[config.mk]
export PLATFORM = sky130hd
export DESIGN_NAME = mem_port_arbiter
export DESIGN_NICKNAME = d
export VERILOG_FILES = /design/src/rtl/mem_port_arbiter.sv
export SDC_FILE = /design/constraint.sdc
export NUM_CORES = 1
export LEC_CHECK = 0
export CORE_MARGIN = 4
export CORE_UTILIZATION = 42
export CTS_BUF_LIST = sky130_fd_sc_hd__clkbuf_4 sky130_fd_sc_hd__clkbuf_8
export DETAILED_ROUTE_END_ITERATION = 8
export HOLD_SLACK_MARGIN = 0.05
export PLACE_DENSITY = 0.83
export SYNTH_ARGS = -nofsm -noshare
export SYNTH_HDL_FRONTEND = slang
export SYNTH_SLANG_ARGS = --single-unit
[constraint.sdc]
create_clock -name clk -period 3.55 [get_ports clk]
set_input_delay 0.71 -clock clk [delete_from_list [all_inputs] [get_ports clk]]
set_output_delay 0.71 -clock clk [all_outputs]
set_load 0.02 [all_outputs]
[src/rtl/mem_port_arbiter.sv]
// Arbitrates one single-ported memory between instruction fetch and load/store.
// Data side wins by default; a streak guard forces a fetch grant; stalled accesses time out.
module mem_port_arbiter #(
    parameter int unsigned ADDR_W     = 32,
    parameter int unsigned DATA_W     = 32,
    parameter int unsigned MAX_STREAK = 4,
    parameter int unsigned TIMEOUT    = 255
) (
    input  logic              clk,
    input  logic              reset,
    input  logic              i_req,
    input  logic [ADDR_W-1:0] i_addr,
    output logic              i_valid,
    output logic [DATA_W-1:0] i_rdata,
    input  logic              d_req,
    input  logic              d_we,
    input  logic [ADDR_W-1:0] d_addr,
    input  logic [DATA_W-1:0] d_wdata,
    output logic              d_valid,
    output logic [DATA_W-1:0] d_rdata,
    output logic              resp_err,
    output logic              mem_req,
    output logic              mem_we,
    output logic [ADDR_W-1:0] mem_addr,
    output logic [DATA_W-1:0] mem_wdata,
    input  logic              mem_ready,
    input  logic [DATA_W-1:0] mem_rdata,
    output logic              err_sticky
);
    localparam int unsigned SW = $clog2(MAX_STREAK + 1);
    localparam int unsigned WW = $clog2(TIMEOUT + 1);
    localparam logic [SW-1:0] STREAK_MAX = SW'(MAX_STREAK);
    localparam logic [WW-1:0] WAIT_LAST  = WW'(TIMEOUT - 1);

    typedef enum logic [1:0] {StIdle, StFetch, StData, StResp} state_t;

    state_t            r_state, w_state_nxt;
    logic              w_done, w_timeout;
    logic [SW-1:0]     r_streak, w_streak;
    logic [WW-1:0]     r_wait, w_wait;
    logic              r_mem_req, w_mem_req;
    logic              r_mem_we, w_mem_we;
    logic [ADDR_W-1:0] r_mem_addr, w_mem_addr;
    logic [DATA_W-1:0] r_mem_wdata, w_mem_wdata;
    logic              r_i_valid, w_i_valid;
    logic              r_d_valid, w_d_valid;
    logic [DATA_W-1:0] r_i_rdata, w_i_rdata;
    logic [DATA_W-1:0] r_d_rdata, w_d_rdata;
    logic              r_resp_err, w_resp_err;
    logic              r_err_sticky, w_err_sticky;

    always_ff @(posedge clk) begin
        if (reset) r_state <= StIdle;
        else       r_state <= w_state_nxt;
    end

    // Completion is checked before the timeout so a late mem_ready still wins.
    always_comb begin
        w_state_nxt = r_state;
        w_done      = 1'b0;
        w_timeout   = 1'b0;
        case (r_state)
            StIdle: begin
                if (d_req && (!i_req || (r_streak < STREAK_MAX))) w_state_nxt = StData;
                else if (i_req)                                     w_state_nxt = StFetch;
            end
            StFetch, StData: begin
                if (mem_ready) begin
                    w_done      = 1'b1;
                    w_state_nxt = StResp;
                end else if (r_wait == WAIT_LAST) begin
                    w_timeout   = 1'b1;
                    w_state_nxt = StResp;
                end
            end
            StResp:  w_state_nxt = StIdle;
            default: w_state_nxt = StIdle;
        endcase
    end

    always_comb begin
        w_streak     = r_streak;
        w_wait       = r_wait;
        w_mem_we     = r_mem_we;
        w_mem_addr   = r_mem_addr;
        w_mem_wdata  = r_mem_wdata;
        w_i_rdata    = r_i_rdata;
        w_d_rdata    = r_d_rdata;
        w_err_sticky = r_err_sticky;
        w_i_valid    = 1'b0;
        w_d_valid    = 1'b0;
        w_resp_err   = 1'b0;
        w_mem_req    = (w_state_nxt == StFetch) || (w_state_nxt == StData);

        if ((r_state == StIdle) && (w_state_nxt == StData)) begin
            w_mem_we    = d_we;
            w_mem_addr  = {d_addr[ADDR_W-1:2], 2'b00};
            w_mem_wdata = d_wdata;
            if (!i_req)                       w_streak = '0;
            else if (r_streak != STREAK_MAX)  w_streak = r_streak + 1'b1;
        end else if ((r_state == StIdle) && (w_state_nxt == StFetch)) begin
            w_mem_we    = 1'b0;
            w_mem_addr  = {i_addr[ADDR_W-1:2], 2'b00};
            w_mem_wdata = '0;
            w_streak    = '0;
        end

        if ((r_state == StFetch) || (r_state == StData)) begin
            w_wait = (w_done || w_timeout) ? '0 : r_wait + 1'b1;
        end

        if (w_done || w_timeout) begin
            w_mem_we   = 1'b0;
            w_resp_err = w_timeout;
            if (w_timeout) w_err_sticky = 1'b1;
            if (r_state == StData) begin
                w_d_valid = 1'b1;
                w_d_rdata = (w_done && !r_mem_we) ? mem_rdata : '0;
            end else begin
                w_i_valid = 1'b1;
                w_i_rdata = w_done ? mem_rdata : '0;
            end
        end
    end

    always_ff @(posedge clk) begin
        if (reset) begin
            r_streak     <= '0;
            r_wait       <= '0;
            r_mem_req    <= 1'b0;
            r_mem_we     <= 1'b0;
            r_mem_addr   <= '0;
            r_mem_wdata  <= '0;
            r_i_valid    <= 1'b0;
            r_d_valid    <= 1'b0;
            r_i_rdata    <= '0;
            r_d_rdata    <= '0;
            r_resp_err   <= 1'b0;
            r_err_sticky <= 1'b0;
        end else begin
            r_streak     <= w_streak;
            r_wait       <= w_wait;
            r_mem_req    <= w_mem_req;
            r_mem_we     <= w_mem_we;
            r_mem_addr   <= w_mem_addr;
            r_mem_wdata  <= w_mem_wdata;
            r_i_valid    <= w_i_valid;
            r_d_valid    <= w_d_valid;
            r_i_rdata    <= w_i_rdata;
            r_d_rdata    <= w_d_rdata;
            r_resp_err   <= w_resp_err;
            r_err_sticky <= w_err_sticky;
        end
    end

    assign mem_req    = r_mem_req;
    assign mem_we     = r_mem_we;
    assign mem_addr   = r_mem_addr;
    assign mem_wdata  = r_mem_wdata;
    assign i_valid    = r_i_valid;
    assign d_valid    = r_d_valid;
    assign i_rdata    = r_i_rdata;
    assign d_rdata    = r_d_rdata;
    assign resp_err   = r_resp_err;
    assign err_sticky = r_err_sticky;

endmodule

# Yosys cells after proc, flatten, opt, wreduce, memory -nomap -nowiden
# Index checks and enable logic that the tools add are counted.
# totals
in_bits	134
out_inout_bits	134
wordCells	70
register_bits	145
# classes
n_addsub	2
n_mux	25
eq_ne	8
n_lt_le_gt_ge	1
bitwise	2
n_reduce_logical	19
# ops
cell	count
$mux W32	6
$mux W3	4
$mux W1	9
$add A8 B1 Y8 const B	1
$eq A8 B8 Y1 const B	1
$mux W2	4
$mux W8	1
$reduce_and A2 Y1	4
$eq A2 B2 Y1 const B	3
$pmux W2 S3	1
$reduce_or A2 Y1	3
$eq A2 B1 Y1 const B	2
$logic_and A1 B1 Y1	4
$logic_or A1 B1 Y1	4
$add A3 B1 Y3 const B	1
$lt A3 B3 Y1 const B	1
$ne A3 B2 Y1 const B	1
$ne A3 B3 Y1 const B	1
$logic_not A1 Y1	2
$logic_not A2 Y1	1
$not A1 Y1	2
$reduce_bool A2 Y1	1

# Depth between registers and ports, before layout
# Gate-level depths: netlist of run 1.
# logic_depth
depth_word	9
depth_mapped	13
depth_no_buf	11

# Worst setup path after synthesis of run 1
# OpenSTA, ideal clock, no wires.
# synth_timing
path_kind	reg2reg
start	reg r_wait[0]
end	reg r_mem_addr[10] (netlist: mem_addr[10])
setup_ns	0.142
arrival_ns	2.503
slack_ns	0.905
stages_incl_launch_ff	12
path_buffers	3
period_less_slack_ns	2.645
required_ns	3.408
path_cell_list	dfxtp_1 inv_1 ha_1 and3_1 a211oi_1 a2bb2oi_1 ha_1 clkbuf_1 o21a_1 buf_2 buf_1 a311oi_1
# synth_between
elab_chain_cells	7
# synth_rtl
element	line_no	rtl
start, declared	40	logic [WW-1:0] r_wait, w_wait;
start signal, assigned	142	r_wait <= w_wait;
$eq A8 B8 Y1 (*)	71	end else if (r_wait == WAIT_LAST) begin
$mux W2 (*)	71	
$mux W2 (*)	68	if (mem_ready) begin
$pmux W2 S3 (*)	62	case (r_state)
$eq A2 B2 Y1 or $eq A2 B1 Y1 (tied branches)	95, 101	
$logic_and A1 B1 Y1, on equally long branches	95, 101	
$mux W32 or $reduce_bool A2 Y1 (tied branches)	n/a	
end signal, assigned	145	r_mem_addr <= w_mem_addr;
end, declared	43	logic [ADDR_W-1:0] r_mem_addr, w_mem_addr;
# Every way passes the cells marked *; elsewhere a longest branch is shown, timed or not.
# A chain may end at the register's enable or synchronous reset.

# Worst setup path after layout of run 1
# layout_timing
start	reg r_wait[0]
end	reg r_mem_addr[20] (netlist: mem_addr[20])
# Same word-level chain as after synthesis.

==> results of run 1 <==
-- power by group through the flow --
| stage | sequential (W) | combinational, W | clock, W |
|---|---|---|---|
| finish | 0.00185 | 0.00120 | 0.00148 |
| global route | 0.00187 | 0.00130 | 0.00159 |
| CTS | 0.00185 | 0.00121 | 0.00153 |
| detailed placement | 0.00189 | 0.00121 | 0 |
| global placement | 0.00188 | 0.00120 | 0 |
| floorplan | 0.00206 | 0.000462 | 0 |
-- worst paths after layout --
check,from,cells past startpoint,slack [ns],end
worst max-delay path,r_wait[0],10,0.54,mem_addr[20]
worst min-delay path,err_sticky,2,0.46,err_sticky
worst max register to register,r_wait[0],10,0.54,mem_addr[20]
worst min register to register,err_sticky,2,0.46,err_sticky
-- cell families (layout without fill, tap and decap cells) --
kind of cell,after synthesis,after routing,synth area share
AND/OR/NAND/NOR,233,233,0.173
buffers and inverters,71,318,0.0568
flip-flops,145,145,0.515
AO/OA/AOI/OAI,211,211,0.229
other,1,2,0.000665
multiplexers,1,1,0.00178
XOR/XNOR,4,4,0.00622
adder cells (fa/ha/maj),8,8,0.0178
-- synthesized netlist by cell type, types with 5 or more instances --
library cell  number
nor3_1             7
buf_1              5
nor2_1            72
o21ai_1           14
clkbuf_1          39
ha_1               8
buf_2              6
nand2_1          130
o21ai_0           54
a21oi_1           67
dfxtp_1          145
a22oi_1           33
a311oi_1          29
inv_1             11
-- cell type report --
class / count / area, um^2 / share of cell area
clock buffers: 21 / 283 / 0.0322
well taps: 176 / 220 / 0.0251
repair buffers: 275 / 2730 / 0.310
multi-input cells: 459 / 2430 / 0.277
inverters: 11 / 41.3 / 0.00470
clock inverters: 11 / 176 / 0.0201
flip-flops and latches: 145 / 2900 / 0.330
-- flip-flops by register name, indices dropped and copies added, names as in the netlist --
signal,count
i_valid,1
r_wait,8
mem_addr,30
d_valid,1
r_streak,3
err_sticky,1
mem_wdata,32
d_rdata,32
mem_we,1
mem_req,1
r_state,2
resp_err,1
i_rdata,32
-- layer usage --
metal | track usage | vias to the layer above
met2 | 0.364 | 218
li1 | - | 2800
met4 | 0.0920 | 0
met3 | 0.0954 | 24
met5 | 0 | -
met1 | 0.258 | 2606
-- critical path: cells and delay by family, from the launching register on --
kind / cells / cell delay (ns)
compound gates: 3 / 0.87
simple gates: 3 / 0.65
fa+ha+maj: 2 / 0.55
flops: 1 / 0.44
buf+inv: 2 / 0.40
-- per-stage QoR --
step / instances / setup WS, ns
6_report: 1098 / 0.536
3_3_place_gp: 1066 / 0.431
3_5_place_dp: 1066 / 0.395
5_1_grt: 1098 / 0.252
2_1_floorplan: 675 / 0.905
4_1_cts: 1098 / 0.520
==> run_results.csv, run 1 <==
group,metric,value,unit
power_and_ir_drop,irDropWorstVdd,0.384,mV
placement,hpwl,12300,um
yosys,syn_area,0.00564,mm^2
final_layout,drive_gt1_frac,0.0597,
yosys,netlist_top_cells_area,"dfxtp_1 (51%), nand2_1 (8.7%), a21oi_1 (5.9%)",
power_and_ir_drop,p_int,0.00316,W
final_layout,final_common_cell,"clkdlybuf4s50_1",
power_and_ir_drop,swShare,0.304,
route,wl_met2,8590,um
route,drtIter0Drc,391,
job,maxCapViolations,0,
grt,grt_max_degree,72,
final_layout,areaGrowthSynthToFinish,55.8,%
die,core,0.0132,mm^2
final_layout,num_antenna_cells,0,
route,vias,5648,
route,vias_per_cell,5.14,
grt,gr-total-overflow,0,
yosys,synth.largest_area_cell,"dfxtp_1",
timing,layout_min_cycle_time,3.01,ns
min_path,hold_class,"flip-flop to flip-flop",
yosys,synth_edf_count,0,
cts,tritoncts,"built",
final_layout,final_util,0.666,
route,dr_wl_met3,1770,um
timing,worst_hold_slack,0.462,ns
cts,htreeDepth,4,
yosys,synth_ff_type,"dfxtp_1",
die,die_h,124,um
yosys,syn_inst,674,
die,die_area,0.0153,mm^2
power_and_ir_drop,p_per_area,517,mW/mm^2
yosys,synth_top_area_frac,0.515,
final_layout,nFillCells,1086,
yosys,avgSynthCellArea,8.36,um^2
cts,cts_made_buffers,17,
critical_path,cpMaxStageDelayCell,"dfxtp_1",
cts,clock_latency,0.45,ns
grt,grt_pass1_vias,5310,
power_and_ir_drop,p_seq_frac,0.408,
timing,finalHoldViolCount,0,
timing,finClkSkew,0.0117,ns
timing,fin_setup_tns,0,ns
power_and_ir_drop,p_clk_frac,0.327,
placement,place_area,0.00833,mm^2
cts,cts.sinks,145,
route,met1Wirelength,6800,um
critical_path,worst_ep_arrival_time,3.38,ns
placement,gp_congestion,0.724,
die,row_count,42,
grt,grtUsageTotal,0.224,
power_and_ir_drop,p_comb_frac,0.265,
grt,antenna_found_initial,0,
timing,finalSetupViolCount,0,
final_layout,final_cell_mix,"clkdlybuf4s50_1 (260), dfxtp_1 (145), nand2_1 (130)",
yosys,ys_async_sr_fraction,0,
cts,holdBufCountCts,0,
die,start_util,0.427,
yosys,seq_area_frac_synth,0.515,
timing,slew_viol_final,0,
critical_path,worstPathCellList,"inv_1 -> ha_1 -> and3_1 -> a211oi_1 -> a2bb2oi_1 -> ha_1 -> and2_2 -> buf_4 -> nand2_1 -> a311oi_1",
cts,clkSlewWorstSetupHoldPaths,0.09,ns
timing,max_freq,332,MHz
route,firstDrtPassIters,5,
power_and_ir_drop,p_total,0.00454,W
cts,cts_resized,0,
route,top_layer,"met4",
critical_path,endpoint_kind,"flip-flop",
route,routed_wl,17500,um
grt,grt_pass1_wl,26700,um
timing,worst_slew_pin_slew,0.690,ns
route,drc,0,
run_status,outcome,"finished clean",
yosys,ys_seq_elements,145,
critical_path,critPathLaunchType,"flip-flop",
power_and_ir_drop,p_leak,3.15,nW
timing,period_share,0.849,
critical_path,critPathKind,"flip-flop to flip-flop",
route,ant_nets,0,
yosys,yosysWarningCount,0,
timing,slew_headroom,0.540,
cts,clockRootBuffer,"clkbuf_8",
critical_path,critPathMaxFanout,26,
placement,io_buffers,261,
yosys,synth.distinct_cells,42,
die,die_w,124,um
cts,clk_path_buf_depth,2,
timing,rsz0062_at_grt,"false",
route,wire_per_inst,15.9,um
final_layout,nets,1051,
die,pin_count,268,
power_and_ir_drop,p_sw,0.00138,W
cts,post-cts-setup-buffer-count,0,
final_layout,fin_area,0.00878,mm^2
critical_path,worstPathRequired,3.91,ns
critical_path,slowest_delay,0.44,ns
critical_path,cp_common_cell,"ha_1",
No activity file was read; power rests on OpenSTA's default activity.
==> run 2, diff against run 1 <==
==> constraint.sdc (replaced) <==
create_clock -name clk -period 2.85 [get_ports clk]
set_input_delay 0.57 -clock clk [delete_from_list [all_inputs] [get_ports clk]]
set_output_delay 0.57 -clock clk [all_outputs]
set_load 0.02 [all_outputs]
==> run_results.csv, run 2 (synthesis results as in run 1) <==
group,metric,value,unit
cts,clock_latency,0.43,ns
critical_path,worstPathRequired,3.17,ns
cts,cts_made_buffers,17,
grt,grt_pass1_vias,5364,
final_layout,areaGrowthSynthToFinish,56.6,%
critical_path,r2r_cells,10,
critical_path,cpMaxStageDelayCell,"a211oi_1",
cts,tritoncts,"built",
timing,worst_slew_pin_slew,0.574,ns
cts,holdBufCountCts,0,
cts,htreeDepth,4,
run_status,outcome,"finished clean",
critical_path,endpoint_kind,"flip-flop",
cts,cts.sinks,145,
cts,clockRootBuffer,"clkbuf_8",
final_layout,final_cell_mix,"clkdlybuf4s50_1 (260), dfxtp_1 (145), nand2_1 (130)",
route,drtIter0Drc,411,
placement,hpwl,12400,um
cts,post-cts-setup-buffer-count,0,
die,die_h,124,um
final_layout,final_common_cell,"clkdlybuf4s50_1",
grt,grt_pass1_wl,26400,um
timing,finalSetupViolCount,0,
placement,place_inst,1074,
route,vias,5662,
placement,post-place-ws,0.0922,ns
critical_path,critPathMaxFanout,56,
min_path,min-delay-start,"err_sticky",
final_layout,instances_no_fill,1103,
grt,antenna_found_initial,0,
critical_path,worst_ep_arrival_time,2.92,ns
timing,slew_viol_final,0,
critical_path,worstPathCellList,"inv_1 -> ha_1 -> and3_1 -> a211oi_1 -> a2bb2oi_2 -> ha_1 -> and2_2 -> buf_12 -> nand2_1 -> a311oi_1",
timing,rsz0062_at_grt,"false",
cts,clk_path_buf_depth,2,
die,start_util,0.427,
min_path,min_to,"err_sticky",
critical_path,slowest_delay,0.35,ns
route,drc,0,
die,core,0.0132,mm^2
cts,clkSlewWorstSetupHoldPaths,0.08,ns
timing,finalHoldViolCount,0,
timing,max_freq,385,MHz
route,ant_nets,0,
critical_path,critPathKind,"flip-flop to flip-flop",
timing,finClkSkew,0.00915,ns
route,vias_per_cell,5.13,
final_layout,final_util,0.670,
timing,slew_headroom,0.617,
power_and_ir_drop,p_leak,3.18,nW
die,pin_count,268,
placement,io_buffers,261,
final_layout,num_antenna_cells,0,
route,routed_wl,17200,um
job,maxCapViolations,0,
route,firstDrtPassIters,5,
grt,grt_max_degree,72,
critical_path,critPathLaunchType,"flip-flop",
critical_path,rrSetupSlack,0.25,ns
final_layout,drive_gt1_frac,0.0658,
timing,period_share,0.912,
die,die_w,124,um
die,die_area,0.0153,mm^2
min_path,hold_class,"flip-flop to flip-flop",
critical_path,timing.rr.end,"mem_addr[6]",
min_path,hold-path-cell-count,2,
timing,layout_min_cycle_time,2.60,ns
timing,fin_setup_tns,0,ns
critical_path,crit_start,"r_wait[0]",
grt,gr-total-overflow,0,
power_and_ir_drop,irDropWorstVdd,0.416,mV
route,wire_per_inst,15.6,um
grt,grtUsageTotal,0.219,
die,row_count,42,
power_and_ir_drop,p_per_area,609,mW/mm^2
critical_path,r2r-start,"r_wait[0]",
critical_path,cp_common_cell,"ha_1",
placement,gp_congestion,0.775,
timing,fin_ws,0.251,ns
final_layout,nets,1059,
cts,cts_resized,0,
run 2: changes by cell type in the layout (fill, tap and decap cells not counted), sizes merged:
cell,delta
bufinv,-2
clkbuf,-3
clkinv,+4
inv,-2
buf,+8
run 2: metal layers:
metal  track usage  wire length, um
met2         0.362             8510
met5             0                0
met4        0.0713              271
met1         0.265             6880
met3        0.0813             1560
run 2: where the power goes:
part | total (W) | leakage [nW] | switching [W] | internal, W
combinational | 0.00157 | 1.81 | 0.000831 | 0.000738
sequential | 0.00231 | 1.18 | 0.0000951 | 0.00221
clock | 0.00150 | 0.187 | 0.000736 | 0.000768
run 2: area by class of cell:
cell class	instances	area (um^2)
clock buffer	18	241
timing repair buffer	283	2870
clock inverter	11	119
sequential	145	2900
multi-input combinational	459	2440
tap	176	220
inverter	11	41.3
fill	1060	4360
run 2: per-stage QoR:
stage / hold slack (ns) / power, W / cell area [um^2]
after detailed placement: 0.447 / 0.00392 / 8460
after global routing: 0.491 / 0.00567 / 8830
after floorplan: 0.463 / 0.00314 / 5640
final: 0.458 / 0.00538 / 8830
after global placement: 0.435 / 0.00389 / 8460
after CTS: 0.460 / 0.00544 / 8820
run 2: worst max-delay path by stage:
stage	end	slack (ns)	cells after the start
floorplan	mem_addr[10]	0.20	11
global placement	mem_wdata[4]	0.14	9
detailed placement	mem_addr[16]	0.09	9
CTS	mem_addr[31]	0.18	10
global route	mem_addr[15]	0.06	11
finish	mem_addr[6]	0.25	10
run 2: worst max-delay path, delay by kind of cell (launching register included):
| kind | cells | cell delay, ns |
|---|---|---|
| AO/OA/AOI/OAI | 3 | 0.86 |
| adder cells (fa/ha/maj) | 2 | 0.42 |
| flip-flops | 1 | 0.34 |
| AND/OR/NAND/NOR | 3 | 0.55 |
| buffers and inverters | 2 | 0.32 |
